### config.mk
export PLATFORM = sky130hd
export DESIGN_NAME = i2c_slave_write_receiver_flat
export DESIGN_NICKNAME = d
export VERILOG_FILES = /design/src/rtl/i2c_slave_write_receiver_if.sv /design/src/rtl/i2c_slave_write_receiver.sv /design/src/flat_wrapper.sv
export SDC_FILE = /design/constraint.sdc
export NUM_CORES = 1
export LEC_CHECK = 0
export CAP_MARGIN = 20
export CELL_PAD_IN_SITES_DETAIL_PLACEMENT = 1
export CELL_PAD_IN_SITES_GLOBAL_PLACEMENT = 1
export CORE_MARGIN = 2
export CORE_UTILIZATION = 37
export CTS_BUF_LIST = sky130_fd_sc_hd__clkbuf_4 sky130_fd_sc_hd__clkbuf_8
export CTS_CLUSTER_DIAMETER = 120
export DETAILED_ROUTE_END_ITERATION = 8
export PLACE_DENSITY_LB_ADDON = 0.08
export SETUP_SLACK_MARGIN = 0.02
export SKIP_LAST_GASP = 1
export SLEW_MARGIN = 40
export SYNTH_ARGS = -nofsm -noshare
export SYNTH_HDL_FRONTEND = slang
export SYNTH_SLANG_ARGS = --single-unit
### constraint.sdc
create_clock -name FPGA_clk -period 1.98 [get_ports FPGA_clk]
set_input_delay 0.396 -clock FPGA_clk [delete_from_list [all_inputs] [get_ports FPGA_clk]]
set_output_delay 0.396 -clock FPGA_clk [all_outputs]
set_load 0.02 [all_outputs]
### src/rtl/i2c_slave_write_receiver_if.sv
// ----------------------------------------------------------------------------
// i2c_slave_write_receiver_if
// Groups the sampled I2C bus lines, the enable input and every result output of
// the I2C slave write receiver into one bundle.
//
// Signals:
//   enable      block active; low forces the receiver back to idle
//   SCL         synchronised SCL, current sample
//   SCL_prev    SCL sample from the previous system clock
//   SDA         synchronised SDA, current sample
//   SDA_prev    SDA sample from the previous system clock
//   SDA_down    1 = pull SDA low (open-drain ACK)
//   busy        1 while this slave is addressed
//   done        1-cycle pulse: a matched write ended with STOP
//   byte_valid  1-cycle pulse: byte_out was just stored
//   byte_out    last stored byte
//   rx_count    number of bytes stored in the current transaction
//   rx_data     stored bytes, byte k at [8k+7:8k]
//   overflow    a byte beyond NUM_BYTES was refused in this transaction
//
// Modports:
//   slave   used by the receiver (bus lines in, results out)
//   master  used by whatever drives the bus lines and consumes the results
// ----------------------------------------------------------------------------
interface i2c_slave_write_receiver_if #(
    parameter int NUM_BYTES = 6
);
    localparam int CW = $clog2(NUM_BYTES + 1);

    logic                   enable;
    logic                   SCL;
    logic                   SCL_prev;
    logic                   SDA;
    logic                   SDA_prev;
    logic                   SDA_down;
    logic                   busy;
    logic                   done;
    logic                   byte_valid;
    logic [7:0]             byte_out;
    logic [CW-1:0]          rx_count;
    logic [NUM_BYTES*8-1:0] rx_data;
    logic                   overflow;

    modport slave (
        input  enable, SCL, SCL_prev, SDA, SDA_prev,
        output SDA_down, busy, done, byte_valid, byte_out, rx_count, rx_data, overflow
    );

    modport master (
        output enable, SCL, SCL_prev, SDA, SDA_prev,
        input  SDA_down, busy, done, byte_valid, byte_out, rx_count, rx_data, overflow
    );
endinterface

### src/rtl/i2c_slave_write_receiver.sv
// ----------------------------------------------------------------------------
// i2c_slave_write_receiver
// I2C slave write path. Detects START/STOP from the current and previous
// SCL/SDA samples, receives the 7-bit address plus R/W bit, ACKs when the
// address matches a write, then stores up to NUM_BYTES data bytes (ACKing each)
// into a flat bus with the first received byte in the lowest bits.
//
// Ports:
//   FPGA_clk  system clock, all logic on the rising edge
//   rst       synchronous active-high reset
//   bus       i2c_slave_write_receiver_if.slave bundle (bus samples in,
//             SDA_down / status / received data out)
//
// Parameters:
//   NUM_BYTES       maximum data bytes stored per transaction (>= 1)
//   SLAVE_ADDR      7-bit address this slave answers to
//   CLEAR_ON_START  1: zero rx_data/rx_count on address match, 0: keep them
// ----------------------------------------------------------------------------
module i2c_slave_write_receiver #(
    parameter int         NUM_BYTES      = 6,
    parameter logic [6:0] SLAVE_ADDR     = 7'h42,
    parameter bit         CLEAR_ON_START = 1'b1
) (
    input  logic                     FPGA_clk,
    input  logic                     rst,
    i2c_slave_write_receiver_if.slave bus
);
    localparam int            CW        = $clog2(NUM_BYTES + 1);
    localparam logic [CW-1:0] MAX_COUNT = CW'(NUM_BYTES);

    typedef enum logic [2:0] {
        S_IDLE,
        S_ADDR,
        S_ADDR_ACK,
        S_DATA,
        S_DATA_ACK,
        S_IGNORE
    } stateT;

    stateT                  r_state;
    logic [7:0]             r_shift;
    logic [2:0]             r_bitCnt;
    logic                   r_matched;
    logic                   r_ackDriven;
    logic                   r_sdaDown;
    logic                   r_done;
    logic                   r_byteValid;
    logic [7:0]             r_byteOut;
    logic [CW-1:0]          r_rxCount;
    logic [NUM_BYTES*8-1:0] r_rxData;
    logic                   r_overflow;

    stateT                  w_stateNext;
    logic [7:0]             w_shiftNext;
    logic [2:0]             w_bitCntNext;
    logic                   w_matchedNext;
    logic                   w_ackDrivenNext;
    logic                   w_sdaDownNext;
    logic                   w_doneNext;
    logic                   w_byteValidNext;
    logic [7:0]             w_byteOutNext;
    logic [CW-1:0]          w_rxCountNext;
    logic [NUM_BYTES*8-1:0] w_rxDataNext;
    logic                   w_overflowNext;

    logic                   w_sclRise;
    logic                   w_sclFall;
    logic                   w_start;
    logic                   w_stop;
    logic [7:0]             w_byte;
    logic                   w_byteDone;

    // Bus events. START/STOP are SDA edges while SCL stays high; they are
    // checked before any SCL edge in the next-state logic so they win.
    assign w_sclRise  = bus.SCL & ~bus.SCL_prev;
    assign w_sclFall  = ~bus.SCL & bus.SCL_prev;
    assign w_start    = bus.SCL & bus.SCL_prev & bus.SDA_prev & ~bus.SDA;
    assign w_stop     = bus.SCL & bus.SCL_prev & ~bus.SDA_prev & bus.SDA;

    // The byte as it will look once the current SDA sample is shifted in;
    // it is complete when this rise is the eighth one of the byte.
    assign w_byte     = {r_shift[6:0], bus.SDA};
    assign w_byteDone = (r_bitCnt == 3'd7);

    // Next-state and next-output logic. Every register holds by default and
    // the two pulses default low; disable, START and STOP override the
    // per-state behaviour. The ACK states use r_ackDriven to tell the SCL fall
    // that starts the ACK bit (pull SDA low) from the one that ends it
    // (release SDA and go back to receiving data).
    always_comb begin
        w_stateNext     = r_state;
        w_shiftNext     = r_shift;
        w_bitCntNext    = r_bitCnt;
        w_matchedNext   = r_matched;
        w_ackDrivenNext = r_ackDriven;
        w_sdaDownNext   = r_sdaDown;
        w_doneNext      = 1'b0;
        w_byteValidNext = 1'b0;
        w_byteOutNext   = r_byteOut;
        w_rxCountNext   = r_rxCount;
        w_rxDataNext    = r_rxData;
        w_overflowNext  = r_overflow;

        if (!bus.enable) begin
            w_stateNext     = S_IDLE;
            w_sdaDownNext   = 1'b0;
            w_matchedNext   = 1'b0;
            w_ackDrivenNext = 1'b0;
            w_overflowNext  = 1'b0;
            w_bitCntNext    = 3'd0;
        end else if (w_start) begin
            w_stateNext     = S_ADDR;
            w_bitCntNext    = 3'd0;
            w_sdaDownNext   = 1'b0;
            w_matchedNext   = 1'b0;
            w_ackDrivenNext = 1'b0;
            w_overflowNext  = 1'b0;
        end else if (w_stop) begin
            w_stateNext     = S_IDLE;
            w_sdaDownNext   = 1'b0;
            w_doneNext      = r_matched;
            w_matchedNext   = 1'b0;
            w_ackDrivenNext = 1'b0;
        end else begin
            case (r_state)
                S_IDLE: begin
                end
                S_ADDR: begin
                    if (w_sclRise) begin
                        w_shiftNext  = w_byte;
                        w_bitCntNext = r_bitCnt + 3'd1;
                        if (w_byteDone) begin
                            if (w_byte[7:1] == SLAVE_ADDR && !w_byte[0]) begin
                                w_stateNext   = S_ADDR_ACK;
                                w_matchedNext = 1'b1;
                                if (CLEAR_ON_START) begin
                                    w_rxCountNext = '0;
                                    w_rxDataNext  = '0;
                                end
                            end else begin
                                w_stateNext = S_IGNORE;
                            end
                        end
                    end
                end
                S_ADDR_ACK, S_DATA_ACK: begin
                    if (w_sclFall) begin
                        if (!r_ackDriven) begin
                            w_sdaDownNext   = 1'b1;
                            w_ackDrivenNext = 1'b1;
                        end else begin
                            w_sdaDownNext   = 1'b0;
                            w_ackDrivenNext = 1'b0;
                            w_bitCntNext    = 3'd0;
                            w_stateNext     = S_DATA;
                        end
                    end
                end
                S_DATA: begin
                    if (w_sclRise) begin
                        w_shiftNext  = w_byte;
                        w_bitCntNext = r_bitCnt + 3'd1;
                        if (w_byteDone) begin
                            if (r_rxCount < MAX_COUNT) begin
                                for (int k = 0; k < NUM_BYTES; k++) begin
                                    if (k == int'(r_rxCount)) begin
                                        w_rxDataNext[k*8 +: 8] = w_byte;
                                    end
                                end
                                w_rxCountNext   = r_rxCount + CW'(1);
                                w_byteOutNext   = w_byte;
                                w_byteValidNext = 1'b1;
                                w_stateNext     = S_DATA_ACK;
                            end else begin
                                w_overflowNext = 1'b1;
                                w_stateNext    = S_IGNORE;
                            end
                        end
                    end
                end
                S_IGNORE: begin
                    w_sdaDownNext = 1'b0;
                end
                default: begin
                    w_stateNext = S_IDLE;
                end
            endcase
        end
    end

    // State register. Reset clears everything including the stored data,
    // which the disable path above deliberately keeps.
    always_ff @(posedge FPGA_clk) begin
        if (rst) begin
            r_state     <= S_IDLE;
            r_shift     <= 8'd0;
            r_bitCnt    <= 3'd0;
            r_matched   <= 1'b0;
            r_ackDriven <= 1'b0;
            r_sdaDown   <= 1'b0;
            r_done      <= 1'b0;
            r_byteValid <= 1'b0;
            r_byteOut   <= 8'd0;
            r_rxCount   <= '0;
            r_rxData    <= '0;
            r_overflow  <= 1'b0;
        end else begin
            r_state     <= w_stateNext;
            r_shift     <= w_shiftNext;
            r_bitCnt    <= w_bitCntNext;
            r_matched   <= w_matchedNext;
            r_ackDriven <= w_ackDrivenNext;
            r_sdaDown   <= w_sdaDownNext;
            r_done      <= w_doneNext;
            r_byteValid <= w_byteValidNext;
            r_byteOut   <= w_byteOutNext;
            r_rxCount   <= w_rxCountNext;
            r_rxData    <= w_rxDataNext;
            r_overflow  <= w_overflowNext;
        end
    end

    // Outputs come straight from registers; busy only needs the match flag
    // qualified by the state.
    assign bus.SDA_down   = r_sdaDown;
    assign bus.busy       = r_matched && (r_state != S_IDLE);
    assign bus.done       = r_done;
    assign bus.byte_valid = r_byteValid;
    assign bus.byte_out   = r_byteOut;
    assign bus.rx_count   = r_rxCount;
    assign bus.rx_data    = r_rxData;
    assign bus.overflow   = r_overflow;
endmodule

### src/flat_wrapper.sv
// flat-port wrapper written by rule: the top's interface ports become plain ports
module i2c_slave_write_receiver_flat 
#(
    parameter int         NUM_BYTES      = 6,
    parameter logic [6:0] SLAVE_ADDR     = 7'h42,
    parameter bit         CLEAR_ON_START = 1'b1
)
  (FPGA_clk, rst, bus_enable, bus_SCL, bus_SCL_prev, bus_SDA, bus_SDA_prev, bus_SDA_down, bus_busy, bus_done, bus_byte_valid, bus_byte_out, bus_rx_count, bus_rx_data, bus_overflow);
  i2c_slave_write_receiver_if #(.NUM_BYTES(NUM_BYTES)) bus_i ();
  input  logic FPGA_clk;
  input  logic rst;
  input wire logic [$bits(bus_i.enable)-1:0] bus_enable;
  input wire logic [$bits(bus_i.SCL)-1:0] bus_SCL;
  input wire logic [$bits(bus_i.SCL_prev)-1:0] bus_SCL_prev;
  input wire logic [$bits(bus_i.SDA)-1:0] bus_SDA;
  input wire logic [$bits(bus_i.SDA_prev)-1:0] bus_SDA_prev;
  output wire logic [$bits(bus_i.SDA_down)-1:0] bus_SDA_down;
  output wire logic [$bits(bus_i.busy)-1:0] bus_busy;
  output wire logic [$bits(bus_i.done)-1:0] bus_done;
  output wire logic [$bits(bus_i.byte_valid)-1:0] bus_byte_valid;
  output wire logic [$bits(bus_i.byte_out)-1:0] bus_byte_out;
  output wire logic [$bits(bus_i.rx_count)-1:0] bus_rx_count;
  output wire logic [$bits(bus_i.rx_data)-1:0] bus_rx_data;
  output wire logic [$bits(bus_i.overflow)-1:0] bus_overflow;
  assign bus_i.enable = bus_enable;
  assign bus_i.SCL = bus_SCL;
  assign bus_i.SCL_prev = bus_SCL_prev;
  assign bus_i.SDA = bus_SDA;
  assign bus_i.SDA_prev = bus_SDA_prev;
  assign bus_SDA_down = bus_i.SDA_down;
  assign bus_busy = bus_i.busy;
  assign bus_done = bus_i.done;
  assign bus_byte_valid = bus_i.byte_valid;
  assign bus_byte_out = bus_i.byte_out;
  assign bus_rx_count = bus_i.rx_count;
  assign bus_rx_data = bus_i.rx_data;
  assign bus_overflow = bus_i.overflow;
  i2c_slave_write_receiver #(.NUM_BYTES(NUM_BYTES), .SLAVE_ADDR(SLAVE_ADDR), .CLEAR_ON_START(CLEAR_ON_START)) u_core (.FPGA_clk(FPGA_clk), .rst(rst), .bus(bus_i));
endmodule
==> results.cfg, run 1 <==
[grt]
grt_max_degree = 57
gr-usage-all-layers_pct = 18.3
overflow = 0
antenna_found_initial = 0
grt_first_pass_wirelength_um = 14600
grt_pass1_vias = 2806

[synthesis]
synth-seq-cells = 78
syn_nets = 348
ys_warn_count = 0
yosysMostFrequentCell = dfxtp_1
yosysTopAreaCellShare_pct = 45.4
synth_area_um2 = 3440
synth_edf_count = 0
yosys-top-cells-area = dfxtp_1 (45%), mux2i_1 (19%), nand2b_1 (9.3%), o21ai_4 (2.8%), ha_1 (2.5%)
syn_inst = 334
synth.top_cells.by_count = dfxtp_1 (78), mux2i_1 (66), nand2b_1 (51)
ys_types = 44
synth-seq-area-share_pct = 45.4
syn_area_per_cell_um2 = 10.3
synthFlopType = dfxtp_1
yosysTopAreaCell = dfxtp_1
synthArstFlopShare_pct = 0

[floorplanning]
start_util_pct = 37.8
core.rowCount = 35
fp.dieH_um = 100
dieArea_um2 = 10100
ios = 71
die-width_um = 100
coreArea_um2 = 9110

[power]
vdd_drop_max_v = 0.000314
power_frac_seq_pct = 54.3
p_clk_share_pct = 42.7
power_mw = 2.89
swShare_pct = 22.7
combPwrFrac_pct = 3.0
leakage_nw = 2.04
power.switching_mw = 0.655
p_int_mw = 2.23
power_density_nw_per_um2 = 607

[timing]
relSlewSlack_pct = 68.3
layout_worst_path_cycle_share_pct = 94.2
finalCriticalPeriod_ns = 1.86
worst_slew_pin_slew_ns = 0.472
finalHoldViolCount = 0
fmax_mhz = 536
rsz0062_at_grt = no
report.final.slew_viol_count = 0
layout_setup_ws_ns = 0.115
fin_worst_skew_ns = 0.00989
setup_viol_count_final = 0

[worst_hold_path]
hold_class = input pin to flop

[final_layout]
fin_area_um2 = 4760
diodes = 0
nNetsFinal = 447
areaGrowthSynthToFinish_pct = 38.4
fillers = 1013
drive_gt1_share_pct = 14.2
final_util_pct = 52.3

[route]
drtPass1Iterations = 4
drtIter0Drc = 49
final_antenna_net_count = 0
wl_um = 8860
drc = 0
avgViaCountPerCell = 5.00
vias = 2745
post_drt_wl_per_cell_um = 16.1

[worst_setup_path]
crit_slowest_cell = clkdlybuf4s50_1
crit_buf_inv = 1
cp.arrival_ns = 1.47
cp_max_fo = 8
critPathTopFamily = buffers and inverters
crit_path_end_kind = primary output
startpoint = u_core.bus.rx_count[2]
reg2reg_slack_ns = 0.14
crit_end = bus_rx_count[2]
critPathMaxStageDelay_ns = 0.67
critPathRequiredTime_ns = 1.58
worstSetupPathType = flop to primary output
cp-start-kind = flop
reg2reg_to = u_core.r_state[0]
regToRegStartpoint = u_core.r_bitCnt[0]
path_cells = clkdlybuf4s50_1
r2r_cells = 7
cp.depth = 1

[clock_network]
path_clk_slew_ns = 0.09
h-tree-depth = 3
cts_root_buf = clkbuf_8
clock_path_buffers = 2
clock_latency_ns = 0.34
cts_tree = yes
cts_setup_buffers = 0
cts_sinks = 78
numCtsBuffers = 9

[place]
place_ws_ns = -0.0424
port_buffers = 70
placed_area_um2 = 4550
hpwl_um = 6470
gp_routability_congestion = 0.804

[job]
max_cap_viol_count = 0

[outcome]
status = complete, no violations
-- per-layer routing --
metal / global-route usage [%] / share of wire [%]
met4: 3.16 / 0.45
met1: 24.1 / 46
met5: 0 / 0
met2: 31.3 / 49
met3: 4.04 / 3.8
-- worst min path at each step --
stage                       startpoint            endpoint  slack, ns  depth (start not counted)
finish                             rst   u_core.r_shift[2]       0.41                          2
global route                       rst   u_core.r_shift[2]       0.41                          2
CTS                                rst   u_core.r_shift[2]       0.39                          2
detailed placement  u_core.r_bitCnt[1]  u_core.r_bitCnt[1]       0.47                          2
global placement    u_core.r_bitCnt[2]  u_core.r_bitCnt[2]       0.45                          2
floorplan           u_core.r_bitCnt[1]  u_core.r_bitCnt[1]       0.44                          2
-- flip-flops by register name, summed over array words and instances (netlist names) --
signal / flops
u_core.r_shift: 7
u_core.bus.rx_data: 48
u_core.r_ackDriven: 1
u_core.bus.byte_valid: 1
u_core.bus.done: 1
u_core.bus.rx_count: 3
u_core.r_matched: 1
u_core.bus.SDA_down: 1
u_core.r_bitCnt: 3
u_core.r_state: 3
u_core.bus.byte_out: 8
u_core.bus.overflow: 1
-- power by group through the flow --
stage | clock network, mW | logic, mW | registers [mW]
CTS | 1.28 | 0.0859 | 1.57
detailed placement | 0 | 0.0858 | 1.61
finish | 1.23 | 0.0855 | 1.57
global placement | 0 | 0.0850 | 1.61
global route | 1.36 | 0.0924 | 1.57
floorplan | 0 | 0.0476 | 1.61
-- cell families (layout without fill, tap and decap cells) --
kind of cell    after synthesis  in the layout  share of synthesized area (%)
compound gates               35             35                           8.58
xor+xnor                      3              3                          0.764
fa+ha+maj                     7              7                           2.55
buf+inv                      23            127                           2.65
flops                        78             78                           45.4
mux                          66             66                           19.2
simple gates                122            122                           20.9
-- cell type report --
cell class                      count  area, um2  share of cell area [%]
Tap cell                          111        139                    2.92
Clock inverter                      6       68.8                    1.45
Inverter                            7       26.3                   0.552
Timing Repair Buffer              104       1040                    21.8
Multi-Input combinational cell    233       1790                    37.5
Sequential cell                    78       1570                    32.9
Clock buffer                       10        138                    2.89
-- through the flow --
step | std cells | setup TNS (ns) | hold slack [ns]
after detailed placement | 533 | -0.639 | 0.467
after floorplan | 334 | 0 | 0.438
after global routing | 549 | 0 | 0.406
after global placement | 533 | -0.00936 | 0.449
after CTS | 549 | 0 | 0.392
final | 549 | 0 | 0.414
-- placed cells by master (no fill, tap or decap), drive strengths merged, types with 4 or more instances in the layout --
cell	instances
dfxtp	78
clkdlybuf4s50	68
mux2i	66
nand2b	51
buf	35
nor2	22
nand2	12
o21ai	12
clkbuf	10
inv	8
ha	7
a21oi	6
nor3	6
and2	5
nor2b	4
-- timing repair --
action	in CTS	in global routing
hold endpoints to repair	0	0
hold buffers	0	0
endpoints found under the setup margin	1	0
resized for setup	4	0
No activity file was read; power rests on OpenSTA's default activity.
==> inputs of run 2 (changes only) <==
Settings changed: ABC_AREA set to 1, CORE_UTILIZATION 37 to 34, GPL_ROUTABILITY_DRIVEN set to 0, SLEW_MARGIN 40 to unset.
==> run 2 against run 1 <==
Net effect:
- cell count up 41%
- sequential power up 5%
- total power grew 19%
- clock skew decreased by 0.0011 ns
- critical path type unchanged
- highest routed layer unchanged
==> results.cfg, run 2 <==
[outcome]
status = complete, no violations

[worst_setup_path]
critPathTopFamily = buffers and inverters
cp.arrival_ns = 1.42
crit_path_end_kind = primary output
crit_slowest_cell = clkdlybuf4s50_1
critPathMaxStageDelay_ns = 0.60
path_cells = buf_4, clkdlybuf4s50_1
cp_max_fo = 5
critPathRequiredTime_ns = 1.58
worstSetupPathType = flop to primary output
crit_buf_inv = 2
cp-start-kind = flop

[timing]
fmax_mhz = 550
relSlewSlack_pct = 64.8
setup_viol_count_final = 0
finalCriticalPeriod_ns = 1.82
layout_worst_path_cycle_share_pct = 91.9
finalHoldViolCount = 0
report.final.slew_viol_count = 0
worst_slew_pin_slew_ns = 0.527
setup_tns_ns = 0
rsz0062_at_grt = no
fin_worst_skew_ns = 0.00878

[synthesis]
synth-seq-cells = 78
synth_area_um2 = 3610
synth.top_cells.by_count = nor2_1 (118), nand2_1 (116), dfxtp_1 (78)
syn_nets = 542
syn_inst = 528
ys_warn_count = 0
synth_edf_count = 0
yosysMostFrequentCell = nor2_1
yosysTopAreaCell = dfxtp_1
synthArstFlopShare_pct = 0
ys_types = 26
yosys-top-cells-area = dfxtp_1 (43%), nor2_1 (12%), nand2_1 (12%), nand4_1 (8.5%), inv_1 (4.8%)
synthFlopType = dfxtp_1
yosysTopAreaCellShare_pct = 43.3
synth-seq-area-share_pct = 43.3
syn_area_per_cell_um2 = 6.83

[clock_network]
numCtsBuffers = 9
clock_latency_ns = 0.35
clock_path_buffers = 2
cts_sinks = 78
cts_root_buf = clkbuf_8
path_clk_slew_ns = 0.08
cts_tree = yes
h-tree-depth = 3

[power]
combPwrFrac_pct = 16.4
leakage_nw = 2.07
power_frac_seq_pct = 48.1
p_clk_share_pct = 35.5
swShare_pct = 28.1
power.switching_mw = 0.968
power_density_nw_per_um2 = 691
p_int_mw = 2.47
vdd_drop_max_v = 0.000331

[floorplanning]
core.rowCount = 37
die-width_um = 107
dieArea_um2 = 11500
fp.dieH_um = 107
ios = 71
start_util_pct = 35.0
coreArea_um2 = 10300

[final_layout]
areaGrowthSynthToFinish_pct = 38.0
stdcell_count = 772
diodes = 0
mostFrequentLayoutCells = nor2_1 (118), nand2_1 (116), dfxtp_1 (76), clkdlybuf4s50_1 (69), nand4_1 (49)
final_common_cell = nor2_1
drive_gt1_share_pct = 13.1
nNetsFinal = 645
largest_reg_flops = 48

[route]
post_drt_wl_per_cell_um = 13.5
avgViaCountPerCell = 4.89
wl_um = 10400
final_antenna_net_count = 0
vias = 3774
drtPass1Iterations = 4
drtIter0Drc = 115
drc = 0

[grt]
grt_pass1_vias = 3803
grt_first_pass_wirelength_um = 17700
gr-usage-all-layers_pct = 18.9
antenna_found_initial = 0
grt_max_degree = 57
overflow = 0

[place]
hpwl_um = 7980
port_buffers = 70
dp.cells = 756

[job]
max_cap_viol_count = 0

[worst_hold_path]
hold_class = flop to flop
run 2: cell count changes after synthesis, moves of 6 or more:
cell / before / now
o21ai_0: 6 / 12
inv_1: 7 / 46
nor2_1: 22 / 118
buf_2: 4 / 10
mux2i_1: 66 / 0
nand2b_1: 51 / 0
o21ai_4: 6 / 0
nand4_1: 2 / 49
nand3_1: 3 / 28
nand2_1: 12 / 116
nor2_2: 0 / 8
a21oi_1: 6 / 22
run 2: cells by family after synthesis:
kind of cell | Yosys count | synth area share (%)
compound gates | 40 | 5.58
fa+ha+maj | 7 | 2.43
buf+inv | 73 | 8.25
flops | 78 | 43.3
simple gates | 330 | 40.5
run 2: power by group through the flow:
stage          logic (mW)  clock network (mW)  registers, mW
3_5_place_dp        0.566                   0           1.69
3_3_place_gp        0.548                   0           1.69
4_1_cts             0.570                1.26           1.65
5_1_grt             0.636                1.33           1.66
6_report            0.566                1.22           1.65
2_1_floorplan       0.282                   0           1.74
run 2: worst paths after layout:
check / start / end / slack (ns) / depth (start not counted)
max reg2reg: u_core.r_bitCnt[1] / u_core.bus.rx_data[27] / 0.19 / 11
min: u_core.bus.byte_out[6] / u_core.bus.byte_out[6] / 0.47 / 2
max: u_core.bus.rx_count[0] / bus_rx_count[0] / 0.16 / 2
min reg2reg: u_core.bus.byte_out[6] / u_core.bus.byte_out[6] / 0.47 / 2
run 2: routing by layer:
layer | up-vias | part of all wire, % | track usage [%]
li1 | 1910 | - | -
met1 | 1776 | 45 | 23.3
met2 | 74 | 50 | 33.4
met3 | 14 | 3.4 | 3.28
met4 | 0 | 1.9 | 5.75
met5 | - | 0 | 0
run 2: worst register-to-register path, delay by kind of cell (launching register included):
kind | cells | cell delay (ns)
buffers and inverters | 3 | 0.48
AOI/OAI and AO/OA | 1 | 0.12
DFF | 1 | 0.34
and+or+nand+nor | 5 | 0.50
adders and majority gates | 2 | 0.29
run 2: layout make-up:
type                            count  area (um2)
Clock buffer                       11         139
Clock inverter                      5        58.8
Fill cell                        1346        5340
Inverter                           51         191
Multi-Input combinational cell    377        1760
Sequential cell                    78        1560
Tap cell                          136         170
Timing Repair Buffer              114        1100
run 2: metrics by stage:
stage	instance area (um2)	setup WS (ns)	util, %	total power [mW]	hold slack (ns)
CTS	4960	0.101	48.1	3.49	0.475
global route	4980	0.0279	48.2	3.63	0.499
global placement	4770	-0.0778	46.2	2.24	0.455
floorplan	3610	0.321	-	2.02	0.446
detailed placement	4770	-0.225	46.2	2.26	0.460
finish	4980	0.161	48.2	3.44	0.469
run 2: timing repair:
action	in CTS	in global routing
hold buffers	0	0
cloned	0	0
resized for setup	2	4
setup buffers	0	0
setup endpoints to repair	1	17
==> inputs of run 3 (changes only) <==
Settings changed: CORE_ASPECT_RATIO set to 0.7.
==> run 3 against run 2 <==
Net effect:
- global-route usage increased by 1.9 points
- critical path depth stayed put
- register-to-register slack is essentially flat
- sequential share of layout area grew 0.15 points
- total power rose by 0.88%
- core utilization down 0.45 points
==> results.cfg, run 3 (same netlist as run 2, synthesis figures left out) <==
[final_layout]
fillers = 1335
final_common_cell = nor2_1
largest_reg_flops = 48
final_util_pct = 47.8
diodes = 0
drive_gt1_share_pct = 12.9
mostFrequentLayoutCells = nor2_1 (118), nand2_1 (116), dfxtp_1 (78), clkdlybuf4s50_1 (69), nand4_1 (49)
areaGrowthSynthToFinish_pct = 37.1
fin_area_um2 = 4950
stdcell_count = 769
nNetsFinal = 646

[grt]
grt_first_pass_wirelength_um = 19100
antenna_found_initial = 0
grt_pass1_vias = 3799
grt_max_degree = 57
gr-usage-all-layers_pct = 20.8
overflow = 0

[worst_setup_path]
cp.depth = 2
startpoint = u_core.bus.rx_count[0]
cp.arrival_ns = 1.47
r2r_cells = 11
crit_buf_inv = 2
crit_path_end_kind = primary output
cp-start-kind = flop
critPathTopFamily = buffers and inverters
path_cells = buf_4, clkdlybuf4s50_1
crit_slowest_cell = clkdlybuf4s50_1
reg2reg_to = u_core.bus.rx_data[4]
crit_end = bus_rx_count[0]
worstSetupPathType = flop to primary output
regToRegStartpoint = u_core.r_bitCnt[0]
critPathMaxStageDelay_ns = 0.61
critPathRequiredTime_ns = 1.58
cp_max_fo = 5
reg2reg_slack_ns = 0.19

[worst_hold_path]
hold_path.startpoint = u_core.bus.byte_out[2]
min_path_cells = 2
hold_class = flop to flop

[place]
hpwl_um = 8640
port_buffers = 70
dp.cells = 753
placed_area_um2 = 4730

[timing]
layout_worst_path_cycle_share_pct = 94.1
relSlewSlack_pct = 69.0
report.final.slew_viol_count = 0
finalHoldViolCount = 0
rsz0062_at_grt = yes
worst_slew_pin_slew_ns = 0.461
finalCriticalPeriod_ns = 1.86
fin_worst_skew_ns = 0.00685
setup_tns_ns = 0
fmax_mhz = 537
setup_viol_count_final = 0

[floorplanning]
coreArea_um2 = 10400
core.rowCount = 31
dieArea_um2 = 11500
start_util_pct = 34.8
die-width_um = 127
ios = 71
fp.dieH_um = 90.2

[power]
vdd_drop_max_v = 0.000340
power_density_nw_per_um2 = 701
leakage_nw = 2.07

[clock_network]
clock_latency_ns = 0.36
cts_setup_buffers = 0
cts_root_buf = clkbuf_8
cts_sinks = 78
h-tree-depth = 3
numCtsBuffers = 9
cts_tree = yes
clock_path_buffers = 2
path_clk_slew_ns = 0.08
cts_hold_buf = 0
cts_resized = 1

[route]
vias = 3806
drtPass1Iterations = 5
wl_um = 11300
drc = 0
avgViaCountPerCell = 4.95
final_antenna_net_count = 0
post_drt_wl_per_cell_um = 14.7
drtIter0Drc = 184

[job]
max_cap_viol_count = 0

[outcome]
status = complete, no violations
-- run 3: cell types whose count changed in the layout (fill, tap and decap cells not counted), sizes merged --
cell / change
clkinv: +1
buf: +1
inv: -1
-- run 3: area by class of cell --
class / instances / area (um2) / area share (%)
sequential: 78 / 1560 / 31.6
inverter: 51 / 191 / 3.87
multi-input combinational: 377 / 1760 / 35.7
clock buffer: 11 / 145 / 2.93
clock inverter: 5 / 58.8 / 1.19
timing repair buffer: 115 / 1060 / 21.5
tap: 132 / 165 / 3.34
-- run 3: worst min-delay path by stage --
stage	to	slack, ns
finish	u_core.bus.byte_out[2]	0.46
global route	u_core.bus.byte_out[2]	0.48
CTS	u_core.bus.byte_out[2]	0.47
detailed placement	u_core.bus.byte_out[0]	0.46
global placement	u_core.bus.byte_out[4]	0.45
floorplan	u_core.bus.done	0.45
-- run 3: power breakdown --
part	switching [mW]	total (mW)	internal [mW]	leakage, nW
registers	0.0321	1.65	1.62	0.630
clock network	0.612	1.24	0.631	0.0990
logic	0.341	0.576	0.235	1.34
total	0.986	3.47	2.48	2.07
-- run 3: per-stage QoR --
step | worst slack [ns] | total power, mW | hold WS, ns
floorplan | 0.321 | 2.02 | 0.446
global placement | -0.0918 | 2.24 | 0.449
detailed placement | -0.181 | 2.26 | 0.457
CTS | 0.0924 | 3.51 | 0.469
global route | 0.00955 | 3.66 | 0.483
finish | 0.117 | 3.47 | 0.464
-- run 3: worst reg2reg max path, cell delays in order, from the launching register on --
cell and delay, ns:
dfxtp_1 0.36, ha_1 0.17, ha_1 0.14, nand3_1 0.11, buf_4 0.17, o21ai_1 0.13
buf_4 0.15, nand3_1 0.09, nor2_2 0.08, buf_4 0.16, nor2_1 0.05, nor2_1 0.10
-- run 3: metal layers --
layer | up-vias | wire (um) | track usage, %
met1 | 1803 | 5860 | 30.6
li1 | 1910 | - | -
met3 | 13 | 500 | 4.70
met4 | 0 | 177 | 5.77
met2 | 80 | 4730 | 30.3
met5 | - | 0 | 0
==> RTL change 1, RTL diff (settings of run 3) <==
Re-encode `stateT` (6 states) as one-hot, 6 bits wide.
--- a/src/rtl/i2c_slave_write_receiver.sv
+++ b/src/rtl/i2c_slave_write_receiver.sv
@@ -30,9 +30,9 @@
 
-    typedef enum logic [2:0] {
-        S_IDLE,
-        S_ADDR,
-        S_ADDR_ACK,
-        S_DATA,
-        S_DATA_ACK,
-        S_IGNORE
+    typedef enum logic [5:0] {
+        S_IDLE     = 6'b000001,
+        S_ADDR     = 6'b000010,
+        S_ADDR_ACK = 6'b000100,
+        S_DATA     = 6'b001000,
+        S_DATA_ACK = 6'b010000,
+        S_IGNORE   = 6'b100000
     } stateT;
Check against the original RTL: no difference found for any inputs over 4 cycles, from zero or initial values and one cycle with rst high; so few cycles prove little.
==> RTL change 1 against run 3 <==
Die area rose by 3.9%; setup slack got worse by 0.023 ns; final area rose by 3.6%; power fell by 6.7%; routed wire length rose by 0.26%; sequential cell count rose by 3; first-iteration DRC count fell by 22%; critical path depth fell by 1; area after synthesis rose by 4.0%; highest routed layer unchanged.
==> RTL change 1: results <==
group,metric,value,unit
logic_synthesis,syn-num-nets,588,
layout,num-nonclk-inverters,88,
global_routing,grt_pass1_wl,19010,um
routing,wl_met2,4850,um
critical_path,slowest_delay,0.67,ns
routing,via_per_inst,4.492,
clock_network,cts_resized,3,
routing,wl_met3,296,um
floorplan,dieArea,11910,um^2
placed_design,dp_cells,814,
layout,utilization,0.4707,
power,switchingPower,0.0008313,W
routing,met1_length,6024,um
layout,register_area,1625,um^2
critical_path,crit_path_max_fanout,6,
layout,signal_buffer_area_fraction,0.1972,
timing,max_slew_margin,0.7566,
placed_design,place_area,4826,um^2
global_routing,grt_max_degree,67,
global_routing,grtUsageTotal,0.2008,
layout,buffers,106,
routing,routedWlPerCell,13.56,um
layout,drive_gt1_frac,0.1191,
power,vdd_drop_max,0.3790,mV
power,p_int,0.002406,W
global_routing,grt_pass1_vias,3890,
power,p_seq_frac,0.515,
logic_synthesis,synth.avg_cell_area,6.539,um^2
run_status,status,"complete, no violations",
timing,skew,0.005400,ns
layout,final-clk-cell-share,0.03905,
global_routing,busiest_layer,"met2",
logic_synthesis,synth-seq-cells,81,
global_routing,use_met3,0.03676,
logic_synthesis,synth_compound_area_frac,0.06967,
layout,final_nets,689,
global_routing,met1_usage,0.2959,
logic_synthesis,ys_top_cells_by_count,"nand2_1 (142), nor2_1 (139), inv_1 (87)",
routing,drt-initial-drc-count,144,
placed_design,place_hpwl,8581,um
global_routing,grtUsageMet2,0.3010,
## RTL change 1: changes by cell type in the layout (fill, tap and decap cells not counted), sizes merged, moves of 2 or more
cell and delta:
nor2 +19, nand3 +2, inv +38, or2 -3
a21oi +4, buf -9, dfxtp +3, nand4 -45
o21ai +5, nand2 +29
## RTL change 1: final timing paths
path | slack (ns) | start | to | depth (start not counted)
setup / recovery | 0.09 | u_core.bus.rx_count[0] | bus_rx_count[0] | 1
hold / removal | 0.48 | u_core.bus.SDA_down | u_core.bus.SDA_down | 2
setup reg to reg | 0.12 | u_core.r_state[4] | u_core.bus.rx_data[27] | 10
hold reg to reg | 0.48 | u_core.bus.SDA_down | u_core.bus.SDA_down | 2
## RTL change 1: per-stage QoR
stage / hold slack, ns / worst slack (ns)
2_1_floorplan: 0.4430 / 0.3200
3_3_place_gp: 0.4483 / -0.2263
3_5_place_dp: 0.4697 / -0.2854
4_1_cts: 0.4827 / 0.02099
5_1_grt: 0.5090 / -0.01065
6_report: 0.4805 / 0.09430
==> RTL change 2, RTL diff (settings of run 3) <==
Made on the original files. `CLEAR_ON_START` is set to 1'b1 in 2 places; all go to 1'b0.
--- a/src/rtl/i2c_slave_write_receiver.sv
+++ b/src/rtl/i2c_slave_write_receiver.sv
@@ -21,3 +21,3 @@
     parameter logic [6:0] SLAVE_ADDR     = 7'h42,
-    parameter bit         CLEAR_ON_START = 1'b1
+    parameter bit         CLEAR_ON_START = 1'b0
 ) (
--- a/src/flat_wrapper.sv
+++ b/src/flat_wrapper.sv
@@ -5,3 +5,3 @@
     parameter logic [6:0] SLAVE_ADDR     = 7'h42,
-    parameter bit         CLEAR_ON_START = 1'b1
+    parameter bit         CLEAR_ON_START = 1'b0
 )
Check against the original RTL: same outputs for any inputs over 4 cycles, from zero or initial values and one cycle with rst high; that may be too few to reach the edited logic, so the function may still have changed.
==> RTL change 2 against run 3 <==
Maximum frequency grew 2.2%; area after synthesis fell by 3.1%; register-to-register slack better by 0.15 ns; setup slack improved by 0.041 ns; sequential cell count unchanged; final area fell by 7.4%; routed wire length shrank 12%; critical path depth fell by 1; largest cell class is now flip-flops and latches.
Power is not compared: it rests on default switching activity, and its combinational part moved more than twofold at a synthesized area within 25%.
==> RTL change 2: results <==
group,metric,value,unit
critical_path,slowest_stage,"clkdlybuf4s50_1",
routing,drt-initial-drc-count,163,
logic_synthesis,ys_top_cells_by_count,"nand2_1 (99), nor2_1 (91), dfxtp_1 (78)",
layout,final_nets,581,
clock_network,numCtsBuffers,9,
clock_network,cts_resized,2,
layout,largest_reg_flops,48,
critical_path,rr_endpoint,"u_core.bus.rx_data[16]",
logic_synthesis,seq_area_frac_synth,0.4464,
critical_path,ff2ff_path_depth,8,
routing,via_per_inst,4.630,
routing,finalWirelength,9957,um
layout,drive_gt1_frac,0.1189,
hold_path,worstHoldPathType,"reg -> reg",
clock_network,post-cts-setup-buffer-count,0,
power,vdd_drop_max,0.3320,mV
critical_path,crit_path_max_fanout,5,
logic_synthesis,yosys_most_used_dff,"dfxtp_1",
critical_path,r2r_start,"u_core.r_bitCnt[0]",
critical_path,slowest_delay,0.67,ns
logic_synthesis,synthCells,488,
routing,firstDrtPassIters,4,
clock_network,cts_root_buffer,"clkbuf_8",
layout,antenna_cells,0,
critical_path,crit_end,"bus_rx_count[1]",
logic_synthesis,yosys_warnings,0,
logic_synthesis,ys_types,26,
clock_network,clk_latency,0.36,ns
global_routing,grt_pass1_vias,3236,
timing,skew,0.004968,ns
clock_network,cts_buffer_depth,2,
critical_path,rrSetupSlack,0.34,ns
critical_path,cp.arrival,1.43,ns
logic_synthesis,async_flop_share,0,
hold_path,worstHoldStart,"u_core.bus.rx_data[29]",
critical_path,critPathLaunch,"u_core.bus.rx_count[1]",
logic_synthesis,synth_edf_count,0,
global_routing,grt_pass1_wl,15990,um
power,leakage,2.130,nW
global_routing,grt_max_degree,43,
global_routing,grtUsageTotal,0.1845,
critical_path,path_delay_family,"buffers and inverters",
clock_network,htreeDepth,3,
logic_synthesis,syn-num-nets,502,
timing,worst_pin_slew,0.4322,ns
global_routing,antenna_found_initial,0,
placed_design,place_hpwl,7164,um
run_status,status,"complete, no violations",
logic_synthesis,synth_area_leaders,"dfxtp_1 (45%), nand2_1 (11%), nor2_1 (9.8%), inv_1 (7.1%), a21oi_1 (4.6%)",
placed_design,dp_cells,684,
layout,finalNonFillerCells,700,
RTL change 2: changes by cell type in the layout (fill, tap and decap cells not counted), moves of 4 or more:
cell	run 3	this run
clkbuf_4	1	5
nand2_2	2	9
inv_1	46	66
o21ai_1	5	0
nand2_4	0	4
nand4_1	49	0
o21ai_0	12	25
nor3_1	1	11
nand2_1	116	99
nand3_1	28	23
a21oi_1	22	32
buf_4	43	22
nor2_1	118	91
RTL change 2: worst register-to-register path: stages (launching register included):
cell and delay, ns:
dfxtp_1 0.35, ha_1 0.16, ha_1 0.17, nand2_2 0.11, nor2_8 0.16, nand3_2 0.11
nor2_2 0.26, o21ai_0 0.14, nor2_1 0.11
RTL change 2: worst min-delay path by stage:
stage / end / slack [ns] / depth (start not counted)
after floorplan: u_core.bus.done / 0.44 / 2
after global placement: u_core.bus.rx_data[27] / 0.43 / 2
after detailed placement: u_core.bus.rx_data[25] / 0.44 / 2
after CTS: u_core.bus.rx_data[25] / 0.45 / 2
after global routing: u_core.bus.rx_data[25] / 0.47 / 2
final: u_core.bus.rx_data[29] / 0.45 / 2
RTL change 2: report_power, final:
| group | switching [W] | total [W] | internal [W] |
|---|---|---|---|
| logic | 0.0000862 | 0.000134 | 0.0000476 |
| clock network | 0.000557 | 0.00112 | 0.000560 |
| registers | 0.00000325 | 0.00157 | 0.00157 |
| total | 0.000646 | 0.00283 | 0.00218 |
RTL change 2: cell type report:
class | count | area (um^2)
multi-input cells | 316 | 1538
flip-flops and latches | 78 | 1563
clock buffers | 15 | 175.2
repair buffers | 93 | 884.6
inverters | 69 | 259.0
clock inverters | 1 | 5.005
fillers | 1272 | 5250
well taps | 128 | 160.2
RTL change 2: kinds of logic (layout without fill, tap and decap cells):
family / after synthesis / after routing / synth area share
compound gates: 61 / 61 / 0.09049
fa+ha+maj: 7 / 7 / 0.02503
buf+inv: 94 / 178 / 0.1141
flops: 78 / 78 / 0.4464
simple gates: 248 / 248 / 0.3240
RTL change 2: routing by layer:
layer	routed length, um	GRT usage	vias up	share of wire
li1	-	-	1643	-
met1	5065	0.2471	1521	0.51
met2	4242	0.2940	67	0.43
met3	525	0.05018	10	0.053
met4	123	0.05758	0	0.012
met5	0	0	-	0
RTL change 2: metrics by stage:
| stage | utilization | worst slack (ns) | power [W] | instance area (um^2) | setup TNS (ns) |
|---|---|---|---|---|---|
| after floorplan | - | 0.4955 | 0.001691 | 3498 | 0 |
| after global placement | 0.4478 | -0.05648 | 0.001744 | 4404 | -1.109 |
| after detailed placement | 0.4478 | -0.07923 | 0.001746 | 4404 | -2.271 |
| after CTS | 0.4662 | 0.1119 | 0.002871 | 4584 | 0 |
| after global routing | 0.4662 | 0.06225 | 0.002953 | 4584 | 0 |
| final | 0.4662 | 0.1578 | 0.002825 | 4584 | 0 |
